File: src/rtl/mem_arb_pkg.sv
// Shared types and constants for the fetch/data memory port arbiter.
// Imported by the arbiter top level and its byte-beat sequencer.
package mem_arb_pkg;

    typedef enum logic [1:0] {
        IDLE = 2'd0,
        RD   = 2'd1,
        WR   = 2'd2,
        DONE = 2'd3
    } arb_state_e;

    localparam logic PORT_F = 1'b0;
    localparam logic PORT_D = 1'b1;

    localparam int BEAT_W = 3;

    // Bit offset of big-endian byte k inside a 32-bit word (24 - 8k).
    function automatic logic [4:0] lane(input logic [1:0] k);
        return {~k, 3'b000};
    endfunction

endpackage

File: src/rtl/word_byte_seq.sv
// Byte-beat sequencer: walks four byte addresses from a base (with wrap),
// assembles read bytes into a word, and feeds store bytes one per beat.
module word_byte_seq
    import mem_arb_pkg::*;
#(
    parameter int ADDR_W = 8
) (
    input  logic              clk_i,
    input  logic              rst_ni,
    input  logic              start_i,
    input  logic              kind_i,
    input  logic [ADDR_W-1:0] base_i,
    input  logic [31:0]       wdata_i,
    input  logic [7:0]        rdata_i,
    output logic [ADDR_W-1:0] addr_o,
    output logic [7:0]        wbyte_o,
    output logic              we_o,
    output logic              last_o,
    output logic [31:0]       word_o
);

    localparam logic [BEAT_W-1:0] LAST_WR = BEAT_W'(3);
    localparam logic [BEAT_W-1:0] LAST_RD = BEAT_W'(4);
    localparam logic [BEAT_W-1:0] DRIVE_N = BEAT_W'(3);

    logic              active_q, active_d;
    logic              kind_q, kind_d;
    logic [BEAT_W-1:0] cnt_q, cnt_d;
    logic [ADDR_W-1:0] addr_q, addr_d;
    logic [7:0]        wbyte_q, wbyte_d;
    logic [31:0]       word_q, word_d;

    // Final beat: 3 for a store, 4 for a load (one extra to catch the last byte).
    assign last_o  = active_q && (cnt_q == (kind_q ? LAST_WR : LAST_RD));
    assign we_o    = active_q && kind_q;
    assign addr_o  = addr_q;
    assign wbyte_o = wbyte_q;
    assign word_o  = word_d;

    // Next-state for beat counter, address walk and byte assembly.
    always_comb begin
        active_d = active_q;
        kind_d   = kind_q;
        cnt_d    = cnt_q;
        addr_d   = addr_q;
        wbyte_d  = wbyte_q;
        word_d   = word_q;
        if (start_i) begin
            active_d = 1'b1;
            kind_d   = kind_i;
            cnt_d    = '0;
            addr_d   = base_i;
            word_d   = kind_i ? wdata_i : 32'h0;
            if (kind_i) begin
                wbyte_d = wdata_i[31:24];
            end
        end else if (active_q) begin
            if (!kind_q && (cnt_q != '0)) begin
                word_d[lane(2'(cnt_q - 1'b1)) +: 8] = rdata_i;
            end
            if (last_o) begin
                active_d = 1'b0;
            end else begin
                cnt_d = cnt_q + 1'b1;
            end
            // Only beats 0..3 present an address; hold it afterwards.
            if (cnt_q < DRIVE_N) begin
                addr_d = addr_q + 1'b1;
                if (kind_q) begin
                    wbyte_d = word_q[lane(2'(cnt_q + 1'b1)) +: 8];
                end
            end
        end
    end

    // Sequencer state registers.
    always_ff @(posedge clk_i or negedge rst_ni) begin
        if (!rst_ni) begin
            active_q <= 1'b0;
            kind_q   <= 1'b0;
            cnt_q    <= '0;
            addr_q   <= '0;
            wbyte_q  <= '0;
            word_q   <= '0;
        end else begin
            active_q <= active_d;
            kind_q   <= kind_d;
            cnt_q    <= cnt_d;
            addr_q   <= addr_d;
            wbyte_q  <= wbyte_d;
            word_q   <= word_d;
        end
    end

endmodule

File: src/rtl/mem_port_arbiter.sv
// Arbitrates a byte-wide single-port memory between instruction fetch and
// load/store, sequencing each word access as four big-endian byte beats.
module mem_port_arbiter
    import mem_arb_pkg::*;
#(
    parameter int ADDR_W = 8
) (
    input  logic              CLK,
    input  logic              RST_n,
    input  logic              FReq,
    input  logic [31:0]       FAddr,
    output logic              FAck,
    output logic [31:0]       FData,
    input  logic              DReq,
    input  logic              DWrite,
    input  logic [31:0]       DAddr,
    input  logic [31:0]       DWData,
    output logic              DAck,
    output logic [31:0]       DRData,
    output logic [ADDR_W-1:0] MemAddr,
    output logic              MemWE,
    output logic [7:0]        MemWData,
    input  logic [7:0]        MemRData,
    output logic              Busy
);

    arb_state_e        state_q, state_d;
    logic              port_q, port_d;
    logic              last_grant_q, last_grant_d;
    logic [31:0]       fdata_q, fdata_d;
    logic [31:0]       drdata_q, drdata_d;

    logic              seq_start;
    logic              seq_kind;
    logic [ADDR_W-1:0] seq_base;
    logic              seq_last;
    logic [31:0]       seq_word;

    logic              unused_addr_hi;
    assign unused_addr_hi = ^{FAddr[31:ADDR_W], DAddr[31:ADDR_W]};

    word_byte_seq #(
        .ADDR_W (ADDR_W)
    ) u_seq (
        .clk_i   (CLK),
        .rst_ni  (RST_n),
        .start_i (seq_start),
        .kind_i  (seq_kind),
        .base_i  (seq_base),
        .wdata_i (DWData),
        .rdata_i (MemRData),
        .addr_o  (MemAddr),
        .wbyte_o (MemWData),
        .we_o    (MemWE),
        .last_o  (seq_last),
        .word_o  (seq_word)
    );

    assign FAck   = (state_q == DONE) && (port_q == PORT_F);
    assign DAck   = (state_q == DONE) && (port_q == PORT_D);
    assign FData  = fdata_q;
    assign DRData = drdata_q;
    assign Busy   = (state_q != IDLE);

    // Grant selection and FSM next state; on a tie the last loser wins.
    always_comb begin
        state_d      = state_q;
        port_d       = port_q;
        last_grant_d = last_grant_q;
        seq_start    = 1'b0;
        seq_kind     = 1'b0;
        seq_base     = FAddr[ADDR_W-1:0];
        unique case (state_q)
            IDLE: begin
                if (FReq && (!DReq || (last_grant_q == PORT_D))) begin
                    seq_start    = 1'b1;
                    seq_kind     = 1'b0;
                    seq_base     = FAddr[ADDR_W-1:0];
                    port_d       = PORT_F;
                    last_grant_d = PORT_F;
                    state_d      = RD;
                end else if (DReq) begin
                    seq_start    = 1'b1;
                    seq_kind     = DWrite;
                    seq_base     = DAddr[ADDR_W-1:0];
                    port_d       = PORT_D;
                    last_grant_d = PORT_D;
                    state_d      = DWrite ? WR : RD;
                end
            end
            RD, WR: begin
                if (seq_last) begin
                    state_d = DONE;
                end
            end
            DONE: begin
                state_d = IDLE;
            end
            default: begin
                state_d = IDLE;
            end
        endcase
    end

    // Publish an assembled read word as the FSM enters DONE.
    always_comb begin
        fdata_d  = fdata_q;
        drdata_d = drdata_q;
        if ((state_q == RD) && seq_last) begin
            if (port_q == PORT_F) begin
                fdata_d = seq_word;
            end else begin
                drdata_d = seq_word;
            end
        end
    end

    // FSM, grant history and read-data registers.
    always_ff @(posedge CLK or negedge RST_n) begin
        if (!RST_n) begin
            state_q      <= IDLE;
            port_q       <= PORT_F;
            last_grant_q <= PORT_D;
            fdata_q      <= '0;
            drdata_q     <= '0;
        end else begin
            state_q      <= state_d;
            port_q       <= port_d;
            last_grant_q <= last_grant_d;
            fdata_q      <= fdata_d;
            drdata_q     <= drdata_d;
        end
    end

endmodule

File: config.mk
export PLATFORM = sky130hd
export DESIGN_NAME = mem_port_arbiter
export DESIGN_NICKNAME = d
export VERILOG_FILES = /design/src/rtl/mem_arb_pkg.sv /design/src/rtl/word_byte_seq.sv /design/src/rtl/mem_port_arbiter.sv
export SDC_FILE = /design/constraint.sdc
export NUM_CORES = 1
export LEC_CHECK = 0
export CAP_MARGIN = 20
export CORE_MARGIN = 2
export CORE_UTILIZATION = 50
export CTS_BUF_LIST = sky130_fd_sc_hd__clkbuf_16
export DETAILED_ROUTE_END_ITERATION = 12
export PLACE_DENSITY = 0.86
export SETUP_SLACK_MARGIN = 0.4
export SLEW_MARGIN = 25
export SYNTH_ARGS = -nofsm -noshare
export SYNTH_HDL_FRONTEND = slang
export SYNTH_SLANG_ARGS = --single-unit
File: constraint.sdc
create_clock -name CLK -period 5.9 [get_ports CLK]
set_clock_uncertainty 0.2 [all_clocks]
set_input_delay 0.59 -clock CLK [delete_from_list [all_inputs] [get_ports CLK]]
set_output_delay 0.59 -clock CLK [all_outputs]
set_load 0.05 [all_outputs]
==> results.tsv, run 1 <==
stage	metric	value	unit
cts	clock slew seen by the registers of the worst setup and hold paths	0.06	ns
yosys	top cell type by total area after synthesis	dfrtp_1	
cts	clock root buffer	clkbuf_16	
power	largest vdd supply drop	0.354	mV
sta	actual slew at the worst max-slew pin	1.01	ns
yosys	post-synth top area share	0.517	
cells_and_area	most common cell after layout, fill and taps aside	clkdlybuf4s50_1	
critical_path	Critical path buffers and inverters	1	
yosys	number of synthesized register bits	121	
critical_path	Worst EP required	6.01	ns
power	Static Leakage	3.40	nW
detailed_routing	drc violations	0	
detailed_routing	Initial DRC Count	407	
placement	number of I/O port buffers	144	
cells_and_area	number of antenna diodes	0	
yosys	number of distinct library cells after synthesis	52	
sta	maximum clock frequency	268	MHz
detailed_routing	average detailed-routed wire length per instance	19.8	um
cts	# Post-CTS Setup Buffers	0	
die	overall die area	12500	sq um
cells_and_area	area growth from synthesis to final layout	36.5	%
cts	insertion delay to the later sink of the worst-skew pair	0.41	ns
power	ratio of total power to cell area	615	nW/um^2
yosys	most common flop cell mapped by yosys	dfrtp_1	
critical_path	data arrival time of the worst path	3.84	ns
detailed_routing	final antenna-violating net count	0	
placement	post-DP HPWL	11200	um
yosys	count of mapped cells out of synthesis	539	
cells_and_area	most frequent cells in the layout	clkdlybuf4s50_1 (143), dfrtp_1 (120), nand2_1 (97)	
placement	last weighted congestion value of the routability-driven placer	0.860	
critical_path	crit path max-delay cell type	dfrtp_1	
sta	final count of negative-setup-slack endpoints	0	
critical_path	delay of the slowest critical-path stage	0.97	ns
global_route	total overflow reported by the global router	0	
global_route	largest net degree at the start of global routing	63	
yosys	average cell area after synthesis	10.8	sq um
global_route	number of global-route vias before repair	4980	
cts	buffer levels on the longest clock path	2	
critical_path	Worst Setup Path Type	reg2reg	
die	number of core rows	39	
critical_path	Worst setup SP type	register	
yosys	Synth Net Count	658	
sta	unrepaired setup endpoints after global routing	false	
yosys	proportion of synthesized flip-flops having asynchronous set or reset	1.00	
yosys	portion of the post-synthesis area used by sequential elements	0.522	
cells_and_area	area of all placed cells without fillers	7920	sq um
yosys	Synthesis Warnings	0	
cts	Resized cells post-CTS	0	
sta	worst hold-check slack	0.0395	ns
cts	TritonCTS clock tree	built	
sta	final number of hold-violating endpoints	0	
detailed_routing	drt via density	5.85	
sta	Slew Viols, Final	0	
global_route	wire length of the first global-routing pass	25900	um
yosys	post-synthesis instance area	5800	sq um
detailed_routing	via count	4861	
run_status	outcome	finished clean	
critical_path	series of cell instances along the critical path	inv_1 > ha_1 > nor4b_2 > and2_1 > mux2i_1 > o211ai_1	
cells_and_area	ratio of cells with drive above 1 in the final layout	0.115	
cells_and_area	nets@finish	794	
yosys	leading cell types by total area after synthesis	dfrtp_1 (52%), nand2_1 (6.3%), mux2i_1 (5.0%), mux2_2 (4.3%), mux4_2 (3.1%)	
cts	H-Tree Depth	4	
job	max-cap check violation count	0	
global_route	number of antenna violations at the first check in global routing	0	
yosys	number of enable flip-flop cells after synthesis	0	
critical_path	CP max FO	25	
die	total I/O pin count	193	
die	Core ar.	11400	sq um
critical_path	nature of the critical path endpoint	register	
cts	cts bufs inserted	17	
cells_and_area	share of the core filled with cells in the final layout	0.697	
placement	placed cell areas	7330	sq um
die	die height	112	um
global_route	Total Routing Usage GR	0.266	
detailed_routing	length of the first detailed-routing pass in iterations	5	
sta	Final Critical Period	3.73	ns
die	starting density of the core	0.511	
sta	accumulated negative setup slack	0	ns
critical_path	category of cells accounting for the largest share of critical-path delay	flip-flops	
hold_path	path type of the worst min-delay path	in2async	
sta	part of the cycle the worst path needs	0.632	
sta	Max-slew headroom	0.322	
die	die width	112	um
cts	clock sinks	121	
cts	hold-fix buffer count after cts	0	
detailed_routing	detailed-route wire length	16400	um
## worst paths after layout
path	cells after the start	startpoint	slack, ns	endpoint
max in group asynchronous	2	RST_n	4.19	DRData[28]
min	1	RST_n	0.04	state_q[1]
min reg2reg	2	FData[26]	0.28	FData[26]
max	6	u_seq.cnt_q[0]	2.17	DRData[18]
min in group CLK	2	FData[26]	0.28	FData[26]
max reg2reg	6	u_seq.cnt_q[0]	2.17	DRData[18]
## metal layers
layer | vias to the layer above | share of wire | GRT usage
li1 | 2202 | - | -
met4 | 0 | 0.028 | 0.104
met2 | 226 | 0.50 | 0.446
met1 | 2395 | 0.40 | 0.332
met5 | - | 0 | 0
met3 | 38 | 0.074 | 0.0675
## per-stage QoR
step	std cells	setup slack, ns	power (mW)
5_1_grt	831	1.94	5.09
3_3_place_gp	799	2.09	3.74
3_5_place_dp	799	2.01	3.82
4_1_cts	831	1.91	4.86
2_1_floorplan	539	3.15	3.04
6_report	831	2.17	4.87
## layout make-up
class,count,area (sq um)
flip-flops and latches,121,3030
clock buffers,17,425
fillers,798,3450
well taps,143,179
clock inverters,15,153
inverters,6,22.5
repair buffers,149,1480
multi-input cells,380,2640
## power by group
part,leakage [nW],total (mW),switching (mW),internal (mW)
Clock,0.285,1.00,0.382,0.621
Sequential,1.44,1.44,0.277,1.16
Combinational,1.68,2.43,1.53,0.891
## worst reg2reg max path: stages, from the launching register on
cell and delay [ns]:
dfrtp_1 0.97, inv_1 0.27, ha_1 0.94, nor4b_2 0.67, and2_1 0.22, mux2i_1 0.12, o211ai_1 0.24
## flip-flops by register name (all words and copies together), names as in the netlist
register	flops
DRData	32
FData	32
last_grant_q	1
port_q	1
state_q	2
u_seq.active_q	1
u_seq.addr_o	8
u_seq.cnt_q	3
u_seq.kind_q	1
u_seq.wbyte_o	8
u_seq.word_q	32
## kinds of logic after synthesis
| logic type | synth area share |
|---|---|
| and+or+nand+nor | 0.165 |
| buffers and inverters | 0.0282 |
| DFF | 0.522 |
| AOI/OAI and AO/OA | 0.124 |
| xor gates and xnor gates | 0.0106 |
| muxes | 0.129 |
| adders and majority gates | 0.0216 |
## synthesized netlist by cell type, types with 10 or more instances
library cell,instances
a21oi_1,19
nor2_1,21
and2_1,13
nand2_1,97
buf_2,11
nand3_1,22
o211ai_1,18
dfrtp_1,120
mux2_2,22
nand2b_1,10
o21ai_0,26
a22oi_1,17
clkbuf_1,16
mux2i_1,29
ha_1,10
Power figures use the tool's default switching activity.
==> run 2, diff against run 1 <==
CORE_UTILIZATION = 42   (was 50)
PLACE_DENSITY = 0.77   (was 0.86)
clock period = 3.2 ns   (was 5.9 ns; I/O delays follow)
==> run 2 against run 1 <==
  * Core utilization shrank 9.4 points
  * Combinational power rose by 86%
  * Worst setup slack lost 1.6 ns
  * Largest power group unchanged
  * Critical endpoint is now Busy
  * Highest routed layer unchanged
  * Wire length fell by 1.3%
  * Critical path type is now reg2out
==> results.tsv, run 2 (same netlist as run 1, synthesis figures left out) <==
stage	metric	value	unit
detailed_routing	drt via density	5.53	
placement	placed cell areas	7460	sq um
critical_path	CP max FO	5	
hold_path	path type of the worst min-delay path	reg2reg	
cells_and_area	share of the core filled with cells in the final layout	0.602	
critical_path	nature of the critical path endpoint	output port	
die	Core ar.	13300	sq um
detailed_routing	average detailed-routed wire length per instance	18.6	um
global_route	largest net degree at the start of global routing	67	
die	die height	122	um
sta	Max-slew headroom	0.411	
critical_path	Critical path buffers and inverters	3	
sta	final count of negative-setup-slack endpoints	0	
cts	# Post-CTS Setup Buffers	0	
sta	final number of hold-violating endpoints	0	
global_route	number of global-route vias before repair	4868	
detailed_routing	Initial DRC Count	491	
critical_path	flop2flop setup slack	0.72	ns
cts	Resized cells post-CTS	0	
cts	clock sinks	121	
placement	last weighted congestion value of the routability-driven placer	0.899	
critical_path	series of cell instances along the critical path	inv_1 > ha_1 > inv_1 > clkdlybuf4s50_1	
sta	accumulated negative setup slack	0	ns
critical_path	crit path max-delay cell type	clkdlybuf4s50_1	
global_route	number of antenna violations at the first check in global routing	0	
detailed_routing	drc violations	0	
detailed_routing	via count	4832	
power	largest vdd supply drop	0.651	mV
cts	TritonCTS clock tree	built	
sta	actual slew at the worst max-slew pin	0.881	ns
cells_and_area	post-layout instance count excluding filler cells	873	
global_route	wire length of the first global-routing pass	25800	um
cts	insertion delay to the later sink of the worst-skew pair	0.42	ns
run_status	outcome	finished clean	
die	overall die area	14800	sq um
critical_path	dominant cell type by count on the critical path	inv_1	
detailed_routing	length of the first detailed-routing pass in iterations	6	
cts	clock root buffer	clkbuf_16	
die	die width	122	um
sta	part of the cycle the worst path needs	0.807	
global_route	Total Routing Usage GR	0.231	
cts	H-Tree Depth	4	
sta	Slew Viols, Final	0	
cells_and_area	number of antenna diodes	0	
cells_and_area	most frequent cells in the layout	clkdlybuf4s50_1 (143), dfrtp_1 (120), nand2_1 (97)	
power	ratio of total power to cell area	1120	nW/um^2
sta	unrepaired setup endpoints after global routing	false	
detailed_routing	detailed-route wire length	16200	um
global_route	total overflow reported by the global router	0	
job	max-cap check violation count	0	
power	Static Leakage	3.46	nW
power	overall power after layout	8.97	mW
cells_and_area	nets@finish	803	
die	starting density of the core	0.435	
die	total I/O pin count	193	
detailed_routing	final antenna-violating net count	0	
cells_and_area	most common cell after layout, fill and taps aside	clkdlybuf4s50_1	
placement	Post-Place Cells	840	
die	number of core rows	42	
cts	buffer levels on the longest clock path	2	
cts	clock slew seen by the registers of the worst setup and hold paths	0.05	ns
cells_and_area	area of all placed cells without fillers	8040	sq um
cells_and_area	ratio of cells with drive above 1 in the final layout	0.115	
cts	cts bufs inserted	17	
critical_path	Worst setup SP type	register	
sta	maximum clock frequency	387	MHz
placement	post-DP HPWL	11800	um
placement	number of I/O port buffers	144	
critical_path	Worst Setup Path Type	reg2out	
cts	hold-fix buffer count after cts	1	
cells_and_area	area growth from synthesis to final layout	38.5	%
critical_path	category of cells accounting for the largest share of critical-path delay	buffers and inverters	
critical_path	data arrival time of the worst path	2.06	ns
critical_path	delay of the slowest critical-path stage	0.81	ns
critical_path	Worst EP required	2.68	ns
sta	Final Critical Period	2.58	ns
[run 2: cell count changes in the layout (fill, tap and decap cells not counted), moves of 2 or more]
| cell | change |
|---|---|
| buf_4 | +6 |
| clkinv_4 | -5 |
| inv_1 | +4 |
| buf_12 | +2 |
| clkinv_1 | +2 |
| inv_6 | -2 |
[run 2: worst paths after layout]
path,startpoint,endpoint,cells after the start
max,state_q[0],Busy,4
min,FData[9],FData[9],2
max reg2reg,u_seq.kind_q,DRData[16],5
min reg2reg,FData[9],FData[9],2
max in group asynchronous,RST_n,FData[14],3
min in group asynchronous,RST_n,state_q[1],2
[run 2: routing by layer]
metal  global-route usage  up-vias  part of all wire  routed length, um
li1                     -     2225                 -                  -
met1                0.293     2369              0.41               6640
met2                0.369      201              0.48               7780
met3               0.0660       37             0.077               1240
met4                0.106        0             0.033                542
met5                    0        -                 0                  0
[run 2: cell type report]
cell class / count / area [sq um]
fillers: 1100 / 5310
inverters: 6 / 22.5
clock buffers: 17 / 425
multi-input cells: 380 / 2630
clock inverters: 15 / 144
flip-flops and latches: 121 / 3030
well taps: 176 / 220
repair buffers: 158 / 1570
[run 2: worst register-to-register path: stages, from the launching register on]
cell      delay [ns]
dfrtp_1         0.46
or4b_1          0.72
a21oi_4         0.21
buf_12          0.27
nand2_1         0.26
o211ai_1        0.27
[run 2: stage by stage]
stage	setup slack, ns	hold WS, ns
3_3_place_gp	0.593	0.265
4_1_cts	0.608	0.288
5_1_grt	0.543	0.309
6_report	0.619	0.278
3_5_place_dp	0.505	0.271
2_1_floorplan	0.450	-0.176
[run 2: where the power goes]
part	switching (mW)	total (mW)	internal [mW]	leakage, nW
Combinational	2.83	4.53	1.69	1.73
Sequential	0.452	2.60	2.15	1.44
Clock	0.652	1.85	1.19	0.294
Total	3.94	8.97	5.04	3.46
==> run 3, diff against run 2 <==
CORE_UTILIZATION = 46   (was 42)
PLACE_DENSITY = 0.8   (was 0.77)
clock period = 2.5 ns   (was 3.2 ns; I/O delays follow)
==> run 3 against run 2 <==
  * Final cell count rose by 3.4%
  * Core utilization rose by 10 points
  * Count of clock-buffer cells in the layout did not move
  * Sequential share of layout area fell by 3.1 points
  * Largest power group unchanged
==> results.tsv, run 3 (same netlist as run 1, synthesis figures left out) <==
stage	metric	value	unit
run_status	outcome	finished clean	
global_route	number of antenna violations at the first check in global routing	0	
cts	clock sinks	121	
placement	Post-Place Cells	849	
global_route	largest net degree at the start of global routing	56	
placement	placed cell areas	7610	sq um
critical_path	Worst Setup Path Type	reg2reg	
critical_path	delay of the slowest critical-path stage	0.62	ns
cts	buffer levels on the longest clock path	2	
cells_and_area	most frequent cells in the layout	clkdlybuf4s50_1 (132), dfrtp_1 (118), nand2_1 (95)	
sta	final count of negative-setup-slack endpoints	0	
critical_path	series of cell instances along the critical path	or4b_4 > a21oi_4 > buf_12 > mux2_2	
placement	post-DP HPWL	11900	um
die	number of core rows	41	
critical_path	r2r endpoint	DRData[2]	
critical_path	length in cells of the worst reg-to-reg path	4	
cells_and_area	most common cell after layout, fill and taps aside	clkdlybuf4s50_1	
sta	Final Critical Period	2.22	ns
sta	Slew Viols, Final	0	
die	overall die area	13500	sq um
detailed_routing	via count	5177	
cells_and_area	area growth from synthesis to final layout	50.9	%
placement	number of I/O port buffers	144	
cts	clock root buffer	clkbuf_16	
global_route	met2 track demand over resource	0.429	
placement	last weighted congestion value of the routability-driven placer	0.897	
cells_and_area	share of the core filled with cells in the final layout	0.703	
sta	accumulated negative setup slack	0	ns
detailed_routing	length of the first detailed-routing pass in iterations	6	
cts	insertion delay to the later sink of the worst-skew pair	0.42	ns
cts	H-Tree Depth	4	
critical_path	critical path launch point	u_seq.cnt_q[0]	
global_route	Total Routing Usage GR	0.261	
detailed_routing	drt via density	5.73	
cells_and_area	nets@finish	838	
cells_and_area	ratio of cells with drive above 1 in the final layout	0.219	
critical_path	CP max FO	9	
critical_path	category of cells accounting for the largest share of critical-path delay	simple AND/OR/NAND/NOR gates	
cells_and_area	post-layout instance count excluding filler cells	903	
sta	unrepaired setup endpoints after global routing	true	
critical_path	flop2flop setup slack	0.28	ns
critical_path	Critical path buffers and inverters	1	
power	Static Leakage	3.77	nW
detailed_routing	Initial DRC Count	440	
cts	clock slew seen by the registers of the worst setup and hold paths	0.05	ns
cells_and_area	number of antenna diodes	0	
sta	part of the cycle the worst path needs	0.888	
power	ratio of total power to cell area	1410	nW/um^2
global_route	GR Layer Usage met1	0.334	
cells_and_area	area of all placed cells without fillers	8760	sq um
job	max-cap check violation count	0	
hold_path	path type of the worst min-delay path	in2async	
die	die width	116	um
sta	maximum clock frequency	451	MHz
global_route	wire length of the first global-routing pass	26500	um
die	starting density of the core	0.466	
global_route	number of global-route vias before repair	5137	
critical_path	Worst setup SP type	register	
sta	final number of hold-violating endpoints	0	
global_route	total overflow reported by the global router	0	
die	Core ar.	12500	sq um
critical_path	nature of the critical path endpoint	register	
power	overall power after layout	12.3	mW
sta	actual slew at the worst max-slew pin	0.615	ns
global_route	met3 capacity usage during global routing	0.0638	
critical_path	reg2reg start	u_seq.cnt_q[0]	
sta	Max-slew headroom	0.590	
die	die height	116	um
sta	worst hold-check slack	0.184	ns
cts	TritonCTS clock tree	built	
global_route	GRT Max-Usage Layer	met2	
power	largest vdd supply drop	0.785	mV
cts	cts bufs inserted	17	
placement	setup slack at placement	-0.0188	ns
die	total I/O pin count	193	
critical_path	crit path max-delay cell type	or4b_4	
detailed_routing	detailed-route wire length	18400	um
detailed_routing	final antenna-violating net count	0	
detailed_routing	drc violations	0	
sta	minimum setup slack in the final design	0.281	ns
detailed_routing	average detailed-routed wire length per instance	20.4	um
critical_path	Worst EP required	2.59	ns
critical_path	data arrival time of the worst path	2.31	ns
==> run 3: cell count changes in the layout (fill, tap and decap cells not counted), moves of 7 or more <==
| cell | delta |
|---|---|
| o2bb2ai_1 | -7 |
| a22oi_2 | +8 |
| a22oi_1 | -8 |
| buf_4 | +16 |
| o2bb2ai_2 | +7 |
| clkdlybuf4s50_1 | -11 |
==> run 3: worst max path at each step <==
stage	endpoint	slack (ns)	cells after the start
after floorplan	FData[6]	0.23	5
after global placement	FData[25]	0.09	6
after global routing	u_seq.wbyte_o[2]	0.25	6
final	DRData[2]	0.28	4
after detailed placement	FData[14]	-0.02	5
after CTS	FData[2]	0.30	4
==> run 3: layer usage <==
layer	routed length [um]	part of all wire	vias up
li1	-	-	2292
met1	6960	0.38	2556
met2	9260	0.50	284
met3	1630	0.089	45
met4	545	0.030	0
met5	0	0	-
==> run 3: final cells by class <==
type / count / area [sq um]
clock inverters: 14 / 140
well taps: 172 / 215
inverters: 6 / 25.0
fillers: 821 / 3710
multi-input cells: 380 / 2890
clock buffers: 17 / 425
flip-flops and latches: 121 / 3030
repair buffers: 193 / 2030
==> run 3: repair_timing <==
action                                  4_1_cts  5_1_grt
setup buffers                                 8        7
gates resized for setup                      43       44
endpoints found under the setup margin      113       96
gates cloned                                  1        6
pin swaps                                     6        8
hold buffers                                  1        0
endpoints found under the hold margin        42        0
==> run 3: worst reg2reg max path: stages (launching register included) <==
cell,delay [ns]
dfrtp_2,0.45
or4b_4,0.62
a21oi_4,0.27
buf_12,0.20
mux2_2,0.36
==> run 3: where the power goes <==
| part | switching (mW) | internal (mW) |
|---|---|---|
| registers | 0.597 | 2.75 |
| clock network | 0.849 | 1.53 |
| logic | 4.01 | 2.61 |
